### src/rtl/aes_ct_capture.sv
// Captures each completed AES ciphertext into a small FIFO and streams every
// entry out as four 32-bit words (least significant word first) on valid/ready.
module aes_ct_capture #(
  parameter int DEPTH      = 4,
  parameter int DATA_WIDTH = 32,
  localparam int CW        = $clog2(DEPTH + 1)
) (
  input  logic                  clk_i,
  input  logic                  rst_ni,
  input  logic [127:0]          ct_i,
  input  logic                  ct_valid_i,
  input  logic                  clear_i,
  input  logic                  lock_i,
  output logic                  out_valid_o,
  input  logic                  out_ready_i,
  output logic [DATA_WIDTH-1:0] out_data_o,
  output logic                  out_last_o,
  output logic [CW-1:0]         count_o,
  output logic                  overflow_o
);

  localparam int AW = (DEPTH > 1) ? $clog2(DEPTH) : 1;

  logic [127:0]          mem_reg [DEPTH];
  logic [AW-1:0]         wr_ptr_reg;
  logic [AW-1:0]         rd_ptr_reg;
  logic [1:0]            word_idx_reg;
  logic [CW-1:0]         count_reg;
  logic                  overflow_reg;
  logic                  prev_valid_reg;

  logic                  cap;
  logic                  xfer;
  logic                  pop;
  logic                  full;
  logic                  cap_accepted;
  logic [127:0]          head;
  logic [DATA_WIDTH-1:0] head_words [4];

  assign cap          = ct_valid_i & ~prev_valid_reg;
  assign full         = (count_reg == CW'(DEPTH));
  assign out_valid_o  = (count_reg != '0) & ~lock_i;
  assign xfer         = out_valid_o & out_ready_i;
  assign pop          = xfer & (word_idx_reg == 2'd3);
  // A pop in the same cycle frees the slot, so a capture at full still fits.
  assign cap_accepted = cap & (~full | pop);

  assign head = mem_reg[rd_ptr_reg];

  genvar gi;
  generate
    for (gi = 0; gi < 4; gi++) begin : g_word
      assign head_words[gi] = head[32*gi +: 32];
    end
  endgenerate

  // Data is forced to zero whenever the stream is not valid (locked or empty).
  assign out_data_o = out_valid_o ? head_words[word_idx_reg] : '0;
  assign out_last_o = out_valid_o & (word_idx_reg == 2'd3);
  assign count_o    = count_reg;
  assign overflow_o = overflow_reg;

  // Storage carries no reset; occupancy is tracked by the pointers and count.
  always_ff @(posedge clk_i) begin
    if (!clear_i && cap_accepted) begin
      mem_reg[wr_ptr_reg] <= ct_i;
    end
  end

  always_ff @(posedge clk_i or negedge rst_ni) begin
    if (!rst_ni) begin
      wr_ptr_reg     <= '0;
      rd_ptr_reg     <= '0;
      word_idx_reg   <= '0;
      count_reg      <= '0;
      overflow_reg   <= 1'b0;
      prev_valid_reg <= 1'b0;
    end else begin
      prev_valid_reg <= ct_valid_i;
      if (clear_i) begin
        wr_ptr_reg   <= '0;
        rd_ptr_reg   <= '0;
        word_idx_reg <= '0;
        count_reg    <= '0;
        overflow_reg <= 1'b0;
      end else begin
        if (cap_accepted) begin
          wr_ptr_reg <= wr_ptr_reg + AW'(1);
        end
        if (cap && !cap_accepted) begin
          overflow_reg <= 1'b1;
        end
        if (xfer) begin
          word_idx_reg <= word_idx_reg + 2'd1;
        end
        if (pop) begin
          rd_ptr_reg <= rd_ptr_reg + AW'(1);
        end
        count_reg <= count_reg + CW'(cap_accepted) - CW'(pop);
      end
    end
  end

endmodule

### config.mk
export PLATFORM = sky130hd
export DESIGN_NAME = aes_ct_capture
export DESIGN_NICKNAME = d
export VERILOG_FILES = /design/src/rtl/aes_ct_capture.sv
export SDC_FILE = /design/constraint.sdc
export NUM_CORES = 1
export LEC_CHECK = 0
export CORE_MARGIN = 8
export CORE_UTILIZATION = 47
export DETAILED_ROUTE_END_ITERATION = 8
export PLACE_DENSITY_LB_ADDON = 0.1
export SYNTH_ARGS = -nofsm -noshare
export SYNTH_HDL_FRONTEND = slang
export SYNTH_SLANG_ARGS = --single-unit
### constraint.sdc
create_clock -name clk_i -period 4.8 [get_ports clk_i]
set_input_delay 0.48 -clock clk_i [delete_from_list [all_inputs] [get_ports clk_i]]
set_output_delay 0.48 -clock clk_i [all_outputs]
set_load 0.005 [all_outputs]
After elaboration in Yosys (flattened, before gate mapping)
Memories as Yosys holds them, arrays and structs flattened.
Cells that the tools add are included.
{"block": "classes", "n_addsub": 5, "magnitude_cmp": 1, "n_eq_ne": 2, "mux": 15, "n_bitwise": 11, "n_reduce_logical": 9}
{"cell": "$mux W32", "n": 3}
{"cell": "$bmux W32 S2", "n": 1}
{"cell": "$mux W2", "n": 6}
{"cell": "$reduce_bool A2 Y1", "n": 4}
{"cell": "$add A2 B1 Y2 const B", "n": 3}
{"cell": "$and A1 B1 Y1", "n": 6}
{"cell": "$mux W1", "n": 4}
{"cell": "$add A3 B1 Y3", "n": 1}
{"cell": "$eq A3 B3 Y1 const B", "n": 1}
{"cell": "$ge A3 B3 Y1 const B", "n": 1}
{"cell": "$mux W3", "n": 1}
{"cell": "$not A1 Y1", "n": 3}
{"cell": "$not A2 Y3", "n": 1}
{"cell": "$reduce_bool A3 Y1", "n": 1}
{"cell": "$sub A3 B1 Y3", "n": 1}
{"cell": "$eq A2 B2 Y1 const B", "n": 1}
{"cell": "$logic_and A1 B1 Y1", "n": 2}
{"cell": "$logic_not A1 Y1", "n": 2}
{"cell": "$or A1 B1 Y1", "n": 1}
{"block": "totals", "regBits": 11, "ram_bits": 512, "inputBits": 134, "mem_count": 1}
{"memory": "mem_reg", "depth": 4, "width": 128, "read_ports": 1, "rd_ports_with_merged_regs": 0, "wr": 1, "line_no": "24", "rtl": "logic [127:0] mem_reg [DEPTH];"}

Longest topological paths before layout
Gate-level depths: netlist of the first run.
{"block": "depth", "depth_word": 10, "ltp_mapped": 10, "ltp_nobuf": 10}

Least setup slack after synthesis of the first run
Ideal clock, no wire load.
{"block": "synth_timing", "path_type": "reg-to-reg", "from": "reg word_idx_reg[1]", "to": "mem mem_reg[0][0] (enable)", "setup_time_ns": 0.503, "arrival_ns": 3.947, "slack_ns": 0.351, "path_stages_with_launch": 6, "path_buffers": 0, "synth_period_minus_slack_ns": 4.449, "path_cell_list": "dfrtp_1 -> ha_1 -> and3b_1 -> o41ai_1 -> nor2_1 -> and2_1"}
{"block": "synth_between", "elab_chain_len": 7}
{"element": "start, declared", "line_no": "27", "rtl": "logic [1:0] word_idx_reg;"}
{"element": "start signal, assigned", "line_no": "94", "rtl": "word_idx_reg <= word_idx_reg + 2'd1;"}
{"element": "$eq A2 B2 Y1", "line_no": "44", "rtl": "assign pop = xfer & (word_idx_reg == 2'd3);"}
{"element": "$and A1 B1 Y1", "line_no": "44"}
{"element": "$or A1 B1 Y1", "line_no": "46", "rtl": "assign cap_accepted = cap & (~full | pop);"}
{"element": "$and A1 B1 Y1", "line_no": "46"}
{"element": "$logic_and A1 B1 Y1", "line_no": "65", "rtl": "if (!clear_i && cap_accepted) begin"}
{"element": "$mux W1", "line_no": "65"}
{"element": "$mux W1 (not written as such)", "line_no": "66", "rtl": "mem_reg[wr_ptr_reg] <= ct_i;"}
{"element": "end, declared", "line_no": "24"}
Every way passes these cells.

Final worst setup path of the first run
{"block": "layout_timing", "from": "reg rd_ptr_reg[0]", "to": "out out_data_o[26]"}
{"block": "layout_between", "elab_chain_len": 5}
{"element": "start, declared", "line_no": "26", "rtl": "logic [AW-1:0] rd_ptr_reg;"}
{"element": "start signal, assigned", "line_no": "97", "rtl": "rd_ptr_reg <= rd_ptr_reg + AW'(1);"}
{"element": "$mem_v2 Z4 W128"}
{"element": "$bmux W32 S2", "line_no": "58", "rtl": "assign out_data_o = out_valid_o ? head_words[word_idx_reg] : '0;"}
{"element": "$mux W32 (not written as such) (2 in a row)", "line_no": "58"}
{"element": "$mux W32", "line_no": "58"}
{"element": "end, declared", "line_no": "16", "rtl": "output logic [DATA_WIDTH-1:0] out_data_o,"}
Every way passes these cells. The select of a mux whose other input is x is not followed.

==> results of run 1 <==
synth_stat cells, types with 5 or more instances:
library cell  number
mux2_2            32
dfrtp_1           11
and2_1             5
mux4_2           124
clkbuf_1          28
nor2_1            12
buf_2              6
edfxtp_1         512
nor2b_1           34
ha_1               6
a221o_1           32
xnor2_1            5
cells by family after synthesis:
family / synth area share
buffers and inverters: 0.0141
AOI/OAI and AO/OA: 0.0176
and+or+nand+nor: 0.0188
muxes: 0.163
DFF: 0.779
adders and majority gates: 0.00474
xor gates and xnor gates: 0.00262
per-stage QoR:
step	cell area (sq um)	setup slack (ns)	total power, mW
finish	24000	0.950	9.26
global route	24000	0.749	9.54
CTS	24000	0.845	9.37
detailed placement	22400	1.13	5.67
global placement	22400	1.21	5.66
floorplan	20100	0.351	5.40
routing by layer:
| metal | share of wire | vias to the layer above | wire length (um) |
|---|---|---|---|
| met5 | 0.0010 | - | 40 |
| li1 | - | 4014 | - |
| met3 | 0.051 | 56 | 2020 |
| met2 | 0.49 | 214 | 19600 |
| met1 | 0.43 | 4740 | 17200 |
| met4 | 0.020 | 6 | 778 |
layout by cell type (no fill, tap or decap), drive strengths merged, types with 3 or more instances in the layout:
cell type and n:
nor3 3, edfxtp 512, clkbuf 70, a221o 32, nor2b 34, inv 4
clkdlybuf4s50 171, and2 5, mux2 32, mux4 128, nand2 3, dfrtp 11
clkinv 23, ha 6, nor2 12, xnor2 5, buf 18, diode 3
how the worst max path moves through the flow:
stage                                      from                      end  slack (ns)  cells after the start
floorplan           word_idx_reg[1]$_DFFE_PN0P_  mem_reg[0][0]$_DFFE_PP_        0.35                      5
global placement                         lock_i           out_data_o[14]        1.21                      5
detailed placement                       lock_i            out_data_o[2]        1.13                      5
CTS                   rd_ptr_reg[0]$_DFFE_PN0P_           out_data_o[22]        0.85                      5
global route          rd_ptr_reg[0]$_DFFE_PN0P_           out_data_o[20]        0.75                      5
finish                rd_ptr_reg[0]$_DFFE_PN0P_           out_data_o[26]        0.95                      5
power by group:
| group | switching [mW] | total, mW | internal [mW] |
|---|---|---|---|
| Clock | 1.60 | 3.70 | 2.10 |
| Sequential | 0.0213 | 5.11 | 5.09 |
| Combinational | 0.210 | 0.457 | 0.247 |
| Total | 1.83 | 9.26 | 7.43 |
worst max-delay path: cells and delay by family (launching register included):
family                 cells  cell delay (ns)
buffers and inverters      2             0.86
AOI/OAI and AO/OA          1             0.30
DFF                        1             0.73
muxes                      2             0.87
layout make-up:
type                    count  area [sq um]
fillers                  3131         18100
flip-flops and latches    523         15700
multi-input cells         274          4160
repair buffers            189          1920
clock buffers              70          1410
well taps                 539           674
clock inverters            24           131
inverters                   4          15.0
diodes                      3          7.51
==> flow_summary.json, run 1 <==
{
  "drc_errors": 0,
  "leakagePower_nw": 7.39,
  "synthFlopType": "edfxtp_1",
  "rrSetupSlack_ns": 1.69,
  "setup_tns_ns": 0,
  "grt_pass1_wl_mm": 60.6,
  "r2r-start": "word_idx_reg[0]$_DFFE_PN0P_",
  "slowest_stage": "dfrtp_4",
  "drt-initial-drc-count": 680,
  "synth_edf_count": 512,
  "required_ns": 4.32,
  "slew_violations": 0,
  "antenna_left": 0,
  "yosysTopAreaCellShare": 0.766,
  "viasPerCell": 5.55,
  "via_count": 9030,
  "core-area_sq_um": 42000,
  "drt-total-wl_mm": 39.6,
  "cpPeakStageDelay_ns": 0.73,
  "synth_area_leaders": "edfxtp_1 (77%), mux4_2 (14%), mux2_2 (1.8%)",
  "drive_gt1_frac": 0.233,
  "ys_seq_area_frac": 0.779,
  "rows": 75,
  "setup_viol": 0,
  "cts-resized-gates": 0,
  "grtUsageMet3": 0.0340,
  "largest_reg_flops": 512,
  "syn_area_per_cell_sq_um": 23.8,
  "hpwl_mm": 23.7,
  "htreeDepth": 2,
  "hp-class": "in -> async",
  "max_freq_mhz": 260,
  "yosysTopAreaCell": "edfxtp_1",
  "path_class": "reg -> out",
  "first_pass_iters": 5,
  "layout.cells.non_filler": 1626,
  "fin_util": 0.570,
  "grt_pass1_vias": 9681,
  "dp.cells": 1529,
  "timing.final.crit_share": 0.802,
  "peakVddDrop_v": 0.000354,
  "critPathArrivalTime_ns": 3.37,
  "rsz0062_at_grt": "no",
  "syn_nets": 986,
  "track_usage": 0.160,
  "period_needed_ns": 3.85,
  "clkSlewWorstSetupHoldPaths_ns": 0.06,
  "ys_warn_count": 0,
  "crit_chain": "buf_12, mux4_2, mux2_2, a221o_1, clkdlybuf4s50_1",
  "die_y_um": 223,
  "fin_skew_ns": 0.0140,
  "numPortBuffers": 171,
  "netlist-cell-type-count": 35,
  "met1_usage": 0.214,
  "timing.hold.ws_ns": 0.261,
  "drv_cap": 0,
  "gp_congestion": 0.722,
  "worstRegToRegCells": 6,
  "crit_path_start_kind": "register",
  "top_usage_layer": "met2",
  "cts-root-buf": "clkbuf_16",
  "worstMarginPinSlew_ns": 1.06,
  "post_cts_buffers": 0,
  "synth-seq-cells": 523,
  "grt_max_degree": 118,
  "areaGrowthSynthToFinish_pct": 19.4,
  "routedWlPerCell_um": 24.4,
  "clock_latency_ns": 0.57,
  "reg2reg_to": "mem_reg[3][5]$_DFFE_PP_",
  "cp_max_fo": 46,
  "pin_count": 172,
  "status": "completed",
  "fp.dieW_um": 223,
  "postCtsHoldBufs": 0,
  "end_kind": "output pin",
  "timing.slew.headroom": 0.291,
  "syn_area_sq_um": 20100,
  "overflow": 0,
  "grtUsageMet2": 0.264,
  "clock-sinks": 523,
  "nNetsFinal": 1185,
  "initial_core_util": 0.478,
  "hold_violations": 0,
  "clockBufferDepth": 3,
  "dieArea_sq_um": 49600,
  "cts_tree": "built",
  "cts_inserted_buffers": 52,
  "synth_cells": 845,
  "power_density_nw_per_um2": 386,
  "antenna_found_initial": 5,
  "synthArstFlopShare": 0.0210
}
Power figures use the tool's default switching activity.
==> run 2, diff against run 1 <==
Clock period 4.8 ns to 3.35 ns, I/O delays scaled along.
==> flow_summary.json, run 2 (synthesis results as in run 1) <==
{
  "drc_errors": 0,
  "cts-root-buf": "clkbuf_16",
  "clockBufferDepth": 3,
  "p_switching_mw": 2.66,
  "drt-initial-drc-count": 708,
  "setup_viol": 0,
  "grt_max_degree": 73,
  "fp.dieW_um": 223,
  "hpwl_mm": 24.1,
  "die_y_um": 223,
  "worstRegToRegCells": 6,
  "slew_violations": 0,
  "worstMarginPinSlew_ns": 0.720,
  "end_kind": "output pin",
  "pwr-share-seq": 0.536,
  "power_density_nw_per_um2": 547,
  "internal-power_mw": 11.0,
  "drv_cap": 0,
  "grt_pass1_wl_mm": 64.2,
  "drive_gt1_frac": 0.279,
  "clock-sinks": 523,
  "core-area_sq_um": 42000,
  "gp_congestion": 0.702,
  "dp.cells": 1540,
  "dieArea_sq_um": 49600,
  "fin_util": 0.594,
  "cts_tree": "built",
  "initial_core_util": 0.478,
  "hold_violations": 0,
  "cpPeakStageDelay_ns": 0.51,
  "clkSlewWorstSetupHoldPaths_ns": 0.06,
  "routedWlPerCell_um": 25.4,
  "pin_count": 172,
  "drt-total-wl_mm": 42.7,
  "top_usage_layer": "met2",
  "overflow": 0,
  "via_count": 9358,
  "nNetsFinal": 1245,
  "comb_power_share": 0.049,
  "crit_chain": "clkbuf_16, buf_8, buf_16, buf_4, mux4_2, a221o_1, clkdlybuf4s50_1",
  "layout.cells.non_filler": 1681,
  "status": "completed",
  "required_ns": 3.01,
  "hp-class": "in -> async",
  "p_sw_frac": 0.195,
  "largest_reg_flops": 512,
  "antenna_left": 0,
  "crit_buf_inv": 5,
  "cp_max_fo": 9,
  "rows": 75,
  "leakagePower_nw": 8.19,
  "htreeDepth": 2,
  "max_freq_mhz": 306,
  "track_usage": 0.171,
  "grtUsageMet3": 0.0353,
  "met1_usage": 0.226,
  "numPortBuffers": 171,
  "antenna_found_initial": 6,
  "fin_skew_ns": 0.00981,
  "clockPowerShare": 0.414,
  "period_needed_ns": 3.27,
  "cp.depth": 7,
  "critPathArrivalTime_ns": 2.94,
  "setup_tns_ns": 0,
  "timing.final.crit_share": 0.977,
  "clock_latency_ns": 0.57,
  "peakVddDrop_v": 0.000343,
  "areaGrowthSynthToFinish_pct": 24.3,
  "timing.hold.ws_ns": 0.125,
  "timing.slew.headroom": 0.520,
  "grt_pass1_vias": 10200,
  "layout_commonest_cell": "edfxtp_1",
  "cts_inserted_buffers": 53,
  "crit_path_start_kind": "register",
  "slowest_stage": "dfrtp_4",
  "cpLargestDelayFamily": "buffers and inverters",
  "viasPerCell": 5.57,
  "layout_common_cells": "edfxtp_1 (512), clkdlybuf4s50_1 (147), mux4_2 (124), clkbuf_16 (57), buf_4 (46)",
  "first_pass_iters": 4,
  "path_class": "reg -> out",
  "grtUsageMet2": 0.285
}
run 2: what timing repair did:
action                                  in CTS  in global routing
endpoints found under the setup margin      32                 23
hold buffers                                 0                  0
pin swaps                                    0                  2
resized for setup                           19                 27
hold endpoints to repair                     0                  0
buffers inserted                             7                 33
gates cloned                                 4                  4
run 2: power by group through the flow:
| stage | logic, mW | clock network, mW | registers, mW |
|---|---|---|---|
| after global routing | 0.726 | 6.04 | 7.32 |
| after CTS | 0.690 | 5.79 | 7.32 |
| after floorplan | 0.272 | 0 | 7.45 |
| final | 0.672 | 5.65 | 7.32 |
| after global placement | 0.682 | 0 | 7.45 |
| after detailed placement | 0.691 | 0 | 7.45 |
run 2: through the flow:
step	cell area [sq um]	power (mW)	setup WS, ns
CTS	24500	13.8	-0.0503
global placement	22600	8.13	0.430
floorplan	20100	7.72	0.334
global route	24900	14.1	-0.00153
finish	25000	13.6	0.0769
detailed placement	22600	8.14	0.432
run 2: metal layers:
layer  part of all wire  vias to the layer above  wire length [um]
li1                   -                     4135                 -
met1               0.42                     4918             18000
met2               0.51                      233             21600
met3              0.052                       68              2220
met4              0.021                        4               883
met5            0.00054                        -                23
run 2: worst paths after layout:
kind | startpoint | end | slack (ns)
worst max-delay path | rd_ptr_reg[0]$_DFFE_PN0P_ | out_data_o[17] | 0.08
worst min-delay path | rst_ni | count_o[2]$_DFF_PN0_ | 0.12
worst max register to register | word_idx_reg[0]$_DFFE_PN0P_ | mem_reg[3][29]$_DFFE_PP_ | 0.79
worst min register to register | overflow_o$_DFFE_PN0P_ | overflow_o$_DFFE_PN0P_ | 0.51
max in group asynchronous | rst_ni | rd_ptr_reg[0]$_DFFE_PN0P_ | 2.80
min in group clk_i | ct_valid_i | prev_valid_reg$_DFF_PN0_ | 0.23
run 2: cell type report:
class                           count  area, sq um
Fill cell                        3045        17100
Sequential cell                   523        15700
Multi-Input combinational cell    274         4170
Timing Repair Buffer              248         2780
Clock buffer                       64         1370
Tap cell                          539          674
Clock inverter                     25          272
Inverter                            4         15.0
Antenna cell                        4         10.0
run 2: worst register-to-register path, stage by stage, from the launching register on:
cell and delay, ns:
dfrtp_4 0.47, ha_1 0.20, and3b_1 0.21, o41ai_1 0.09, nor2_1 0.22, and2_4 0.67, buf_4 0.39
